[config.mk]
export PLATFORM = sky130hd
export DESIGN_NAME = exec_stage
export DESIGN_NICKNAME = d
export VERILOG_FILES = /design/src/rtl/exec_stage.sv
export SDC_FILE = /design/constraint.sdc
export NUM_CORES = 1
export LEC_CHECK = 0
export BUFFER_PORTS_ARGS = -buffer_cell sky130_fd_sc_hd__buf_2
export CORE_ASPECT_RATIO = 0.8
export CORE_UTILIZATION = 42
export CTS_BUF_LIST = sky130_fd_sc_hd__clkbuf_2 sky130_fd_sc_hd__clkbuf_4 sky130_fd_sc_hd__clkbuf_8
export DETAILED_ROUTE_END_ITERATION = 8
export SYNTH_ARGS = -nofsm -noshare
export SYNTH_HDL_FRONTEND = slang
export SYNTH_SLANG_ARGS = --single-unit
[constraint.sdc]
create_clock -name clk -period 6 [get_ports clk]
set_clock_uncertainty 0.1 [all_clocks]
set_input_delay 0.3 -clock clk [delete_from_list [all_inputs] [get_ports clk]]
set_output_delay 0.3 -clock clk [all_outputs]
set_load 0.05 [all_outputs]
[src/rtl/exec_stage.sv]
// Execute stage: ALU with shift, result forwarding, load-use detection and branch/jump
// resolution, feeding a registered EX/MEM bundle.
module exec_stage (
  input  logic        clk,
  input  logic        rst,
  input  logic        valid_in,
  input  logic [15:0] reg1data,
  input  logic [15:0] reg2data,
  input  logic [2:0]  ALU_func,
  input  logic [1:0]  shamt,
  input  logic [6:0]  iVal,
  input  logic [15:0] PC,
  input  logic [2:0]  rs1,
  input  logic [2:0]  rs2,
  input  logic        use_rs2,
  input  logic [2:0]  rd,
  input  logic        regWrite,
  input  logic        memRead,
  input  logic        memWrite,
  input  logic        bne,
  input  logic        jmp,
  input  logic        stall_in,
  output logic [15:0] res,
  output logic [15:0] st_data,
  output logic [2:0]  rd_out,
  output logic        regwrite_out,
  output logic        memread_out,
  output logic        memwrite_out,
  output logic        valid_out,
  output logic        flush,
  output logic [15:0] target_pc,
  output logic        ld_hazard
);

  logic [15:0] imm;
  logic [15:0] op_a;
  logic [15:0] op_b;
  logic [15:0] alu_out;
  logic [15:0] res_d;
  logic [15:0] target_d;
  logic        fwd_ok;
  logic        taken;
  logic        capture;

  assign imm = {{9{iVal[6]}}, iVal};

  // A loaded value is not available yet, so loads never forward; they stall instead.
  assign fwd_ok = valid_out & regwrite_out & ~memread_out;
  assign op_a   = (fwd_ok && (rd_out == rs1)) ? res : reg1data;
  assign op_b   = (fwd_ok && use_rs2 && (rd_out == rs2)) ? res : reg2data;

  assign ld_hazard = valid_in & valid_out & memread_out &
                     ((rd_out == rs1) | (use_rs2 & (rd_out == rs2)));

  assign capture = valid_in & ~stall_in & ~ld_hazard & ~flush;

  always_comb begin
    alu_out = 16'h0000;
    case (ALU_func)
      3'b000:  alu_out = op_a + op_b;
      3'b001:  alu_out = op_a - op_b;
      3'b010:  alu_out = op_a & op_b;
      3'b011:  alu_out = ~(op_a & op_b);
      3'b100:  alu_out = op_a | op_b;
      3'b101:  alu_out = op_a ^ op_b;
      3'b110:  alu_out = op_b;
      default: alu_out = op_a;
    endcase
  end

  always_comb begin
    res_d    = alu_out << shamt;
    target_d = PC + imm;
    taken    = jmp | (bne & (op_a != op_b));
    if (memRead || memWrite) res_d = op_a + imm;
    if (jmp) target_d = op_a;
  end

  always_ff @(posedge clk or negedge rst) begin
    if (!rst) begin
      res          <= 16'h0000;
      st_data      <= 16'h0000;
      rd_out       <= 3'd0;
      regwrite_out <= 1'b0;
      memread_out  <= 1'b0;
      memwrite_out <= 1'b0;
      valid_out    <= 1'b0;
      flush        <= 1'b0;
      target_pc    <= 16'h0000;
    end else begin
      // Flush is a one-cycle pulse even if a stall begins right after the capture.
      flush <= capture & taken;
      if (capture) begin
        res          <= res_d;
        st_data      <= op_b;
        rd_out       <= rd;
        regwrite_out <= regWrite & (rd != 3'd0);
        memread_out  <= memRead;
        memwrite_out <= memWrite;
        valid_out    <= 1'b1;
        if (taken) target_pc <= target_d;
      end else if (!stall_in) begin
        regwrite_out <= 1'b0;
        memread_out  <= 1'b0;
        memwrite_out <= 1'b0;
        valid_out    <= 1'b0;
      end
    end
  end

endmodule

==> results.sh <==
export IMPL_dp_wirelength_mm=20.0
export IMPL_die_w_um=151
export IMPL_drv_max_cap_violation_count=0
export IMPL_layout_cells_non_filler=1296
export IMPL_drtAntennaViolNets=0
export IMPL_via_count_of_the_first_global_routing_pass=7213
export IMPL_flip_flop_cell_with_the_highest_count_after_synthesis="sky130_fd_sc_hd__dfrtp_1"
export IMPL_critical_path_slowest_cell="sky130_fd_sc_hd__o41ai_1"
export IMPL_rows=43
export IMPL_via_per_inst=6.08
export IMPL_die_height_um=121
export IMPL_cp_top_family="compound AO/OA/AOI/OAI gates"
export IMPL_timing_critical_path_from="rd_out[0]"
export IMPL_tritoncts="yes"
export IMPL_totalWireLength_mm=25.8
export IMPL_fin_nets=1232
export IMPL_startpoint_type="register"
export IMPL_core_area_um2=17300
export IMPL_achievable_frequency_ghz=0.196
export IMPL_rr_endpoint="res[14]"
export IMPL_cpPeakStageDelay_ns=0.59
export IMPL_final_setup_tns_ns=0
export IMPL_design_portCount=136
export IMPL_cts_hold_fix_buffers=0
export IMPL_port_buffers=135
export IMPL_detailedRoute_firstPassIterationCount=5
export IMPL_worstPathBufferInverterCount=1
export IMPL_worst_path_max_fanout=11
export IMPL_seq_power_share=0.291
export IMPL_clockRootBuffer="sky130_fd_sc_hd__clkbuf_8"
export IMPL_synth_seq_area_share=0.188
export IMPL_die_area_um2=18300
export IMPL_synthesis_instances=970
export IMPL_dp_cells=1288
export IMPL_rsz0062_at_grt="no"
export IMPL_post_synth_instance_area_um2=7450
export IMPL_synth_top_area_share=0.188
export IMPL_synth_edf_count=0
export IMPL_maxSlewHeadroom=0.224
export IMPL_drive_gt1_frac=0.180
export IMPL_cts_inserted_buffers=5
export IMPL_worst_hold_path_type="input pin to asynchronous set/reset pin"
export IMPL_post_cts_repair_resize_count=0
export IMPL_power_combinational_fraction=0.572
export IMPL_tightest_slew_ns=1.16
export IMPL_crit_arrival_ns=5.22
export IMPL_final_critical_path_setup_slack_ns=0.901
export IMPL_r2r_setup_slack_ns=0.90
export IMPL_drt_wirelength_per_cell_um=19.9
export IMPL_min_period_over_period=0.850
export IMPL_critical_register_to_register_path_startpoint="rd_out[0]"
export IMPL_async_flop_share=1.00
export IMPL_cts_path_max_buffers=2
export IMPL_post_synth_num_cell_types=82
export IMPL_floorplan_initialDensity=0.430
export IMPL_dr_total_vias=7883
export IMPL_final_hold_violation_count=0
export IMPL_final_min_clock_period_ns=5.10
export IMPL_globalRouteTotalUtil=0.284
export IMPL_critPathCaptureType="register"
export IMPL_gr_total_overflow=0
export IMPL_layout_area_growth_over_synthesis_pct=12.2
export IMPL_drt_drc_violations_left=0
export IMPL_grt_max_degree=57
export IMPL_cellLeakagePower_nw=3.82
export IMPL_vdd_ir_drop_worst_v=0.000132
export IMPL_synth_area_leaders="sky130_fd_sc_hd__dfrtp_1 (19%), sky130_fd_sc_hd__ha_1 (13%), sky130_fd_sc_hd__o21ai_0 (5.1%)"
export IMPL_postSynthNetCount=1132
export IMPL_timing_critical_path_depth=16
export IMPL_finalMaxSlewViolations=0
export IMPL_dp_slack_ns=1.03
export IMPL_power_share_of_the_clock_group=0.136
export IMPL_cts_sinks=56
export IMPL_synth_ff_latch_count=56
export IMPL_outcome="finished, final reports clean"
export IMPL_worst_r2r_cell_count=16
export IMPL_switching_share=0.513
export IMPL_post_cts_repair_setup_buffers=0
export IMPL_critPathKind="register to register"
export IMPL_power_internal_mw=0.868
export IMPL_cts_reportedPaths_clkPinSlew_ns=0.11
export IMPL_post_route_util=0.483
export IMPL_dr_first_iter_drc_count=680
export IMPL_timing_critical_path_to="res[14]"
export IMPL_synth_avg_cell_area_um2=7.68
export IMPL_gpl_final_weighted_congestion=0.939
export IMPL_timing_critical_path_cells="xor2_1 > nor2_1 > and3_1 > mux2i_1 > inv_1 > ha_1 > fa_1 > a211oi_1 > nor2_1 > o41ai_1 > o21ai_0 > o41ai_1 > mux2i_1 > a31oi_1 > a311oi_1 > o22ai_1"
export IMPL_antenna_violations_before_repair=1
export IMPL_clock_insertion_delay_worst_skew_ns=0.34
export IMPL_library_cell_with_the_largest_summed_area_after_synthesis="sky130_fd_sc_hd__dfrtp_1"
export IMPL_worst_ep_required_time_ns=6.13
export IMPL_grt_pass1_wl_mm=40.2
export IMPL_ys_warn_count=0
export IMPL_p_switching_mw=0.915
export IMPL_htree_levels=2
export IMPL_setup_viol_count_final=0
export IMPL_n_antenna_cell=0
export IMPL_pwr_density_cell_nw_per_um2=213
-- flip-flops by register name, summed over array words and instances, names as in the netlist --
signal and flops:
valid_out 1, regwrite_out 1, res 16, flush 1
memread_out 1, rd_out 3, st_data 16, target_pc 16
memwrite_out 1
-- final cells by class --
class	count	area [um^2]
Multi-Input combinational cell	796	5580
Tap cell	225	282
Clock buffer	6	82.6
Clock inverter	2	13.8
Timing Repair Buffer	146	758
Fill cell	1799	8960
Inverter	65	244
Sequential cell	56	1400
-- synthesized netlist by cell type (8+ instances only) --
library cell	n
sky130_fd_sc_hd__xnor2_1	26
sky130_fd_sc_hd__inv_1	61
sky130_fd_sc_hd__buf_2	8
sky130_fd_sc_hd__and3_1	11
sky130_fd_sc_hd__nand2_1	74
sky130_fd_sc_hd__a211oi_1	16
sky130_fd_sc_hd__dfrtp_1	56
sky130_fd_sc_hd__a221oi_1	9
sky130_fd_sc_hd__a31oi_1	20
sky130_fd_sc_hd__nor3_1	37
sky130_fd_sc_hd__nor2b_1	10
sky130_fd_sc_hd__o21ai_0	76
sky130_fd_sc_hd__o22ai_1	15
sky130_fd_sc_hd__o211ai_1	12
sky130_fd_sc_hd__mux2_2	20
sky130_fd_sc_hd__clkbuf_1	34
sky130_fd_sc_hd__nor2_1	93
sky130_fd_sc_hd__a21o_1	10
sky130_fd_sc_hd__o21a_1	14
sky130_fd_sc_hd__a21oi_1	67
sky130_fd_sc_hd__nor4_1	9
sky130_fd_sc_hd__nand2b_1	12
sky130_fd_sc_hd__ha_1	79
sky130_fd_sc_hd__nand3_1	15
sky130_fd_sc_hd__o31ai_1	9
sky130_fd_sc_hd__mux2i_1	32
-- how the worst min path moves through the flow --
stage                start      endpoint  depth (start not counted)
2_1_floorplan          rst         flush                          0
3_3_place_gp   st_data[10]   st_data[10]                          2
3_5_place_dp   st_data[10]   st_data[10]                          2
4_1_cts                rst  memwrite_out                          2
5_1_grt                rst  memwrite_out                          2
6_report               rst     rd_out[2]                          2
-- layer usage --
layer	routed length, um	vias up	share of wire	track usage
li1	-	3797	-	-
met1	12400	3695	0.48	0.425
met2	10900	362	0.42	0.429
met3	2080	27	0.081	0.0383
met4	344	2	0.013	0.0556
met5	13	-	0.00050	0
-- power groups by stage --
stage	sequential (mW)	clock [mW]	combinational, mW
after global routing	0.531	0.258	1.11
after detailed placement	0.527	0	1.01
final	0.520	0.243	1.02
after floorplan	0.771	0	0.488
after CTS	0.520	0.248	1.01
after global placement	0.527	0	1.01
-- cell families (layout without fill, tap and decap cells) --
logic type / count (synthesis) / count (layout) / share of synthesized area
AO/OA/AOI/OAI: 330 / 330 / 0.294
multiplexers: 56 / 56 / 0.0831
adder cells (fa/ha/maj): 83 / 83 / 0.143
XOR/XNOR: 33 / 33 / 0.0388
AND/OR/NAND/NOR: 294 / 294 / 0.187
flip-flops: 56 / 56 / 0.188
buffers and inverters: 118 / 219 / 0.0660
-- cells in the final DEF (no fill, tap or decap), types with 14 or more instances in the layout --
cell	n
sky130_fd_sc_hd__ha_1	79
sky130_fd_sc_hd__a31oi_1	20
sky130_fd_sc_hd__nor3_1	37
sky130_fd_sc_hd__o22ai_1	15
sky130_fd_sc_hd__a21oi_1	67
sky130_fd_sc_hd__o21a_1	14
sky130_fd_sc_hd__a211oi_1	16
sky130_fd_sc_hd__inv_1	61
sky130_fd_sc_hd__dfrtp_1	56
sky130_fd_sc_hd__xnor2_1	26
sky130_fd_sc_hd__nor2_1	92
sky130_fd_sc_hd__mux2_2	20
sky130_fd_sc_hd__mux2i_1	32
sky130_fd_sc_hd__nand3_1	15
sky130_fd_sc_hd__buf_2	135
sky130_fd_sc_hd__nand2_1	74
sky130_fd_sc_hd__o21ai_0	76
-- through the flow --
stage / power (mW) / hold WS, ns / cell area (um^2)
2_1_floorplan: 1.26 / -0.0956 / 7450
3_3_place_gp: 1.54 / 0.360 / 8270
3_5_place_dp: 1.54 / 0.366 / 8270
4_1_cts: 1.78 / 0.0382 / 8360
5_1_grt: 1.89 / 0.0659 / 8360
6_report: 1.78 / 0.000474 / 8360
(Power assumes the default switching activity.)
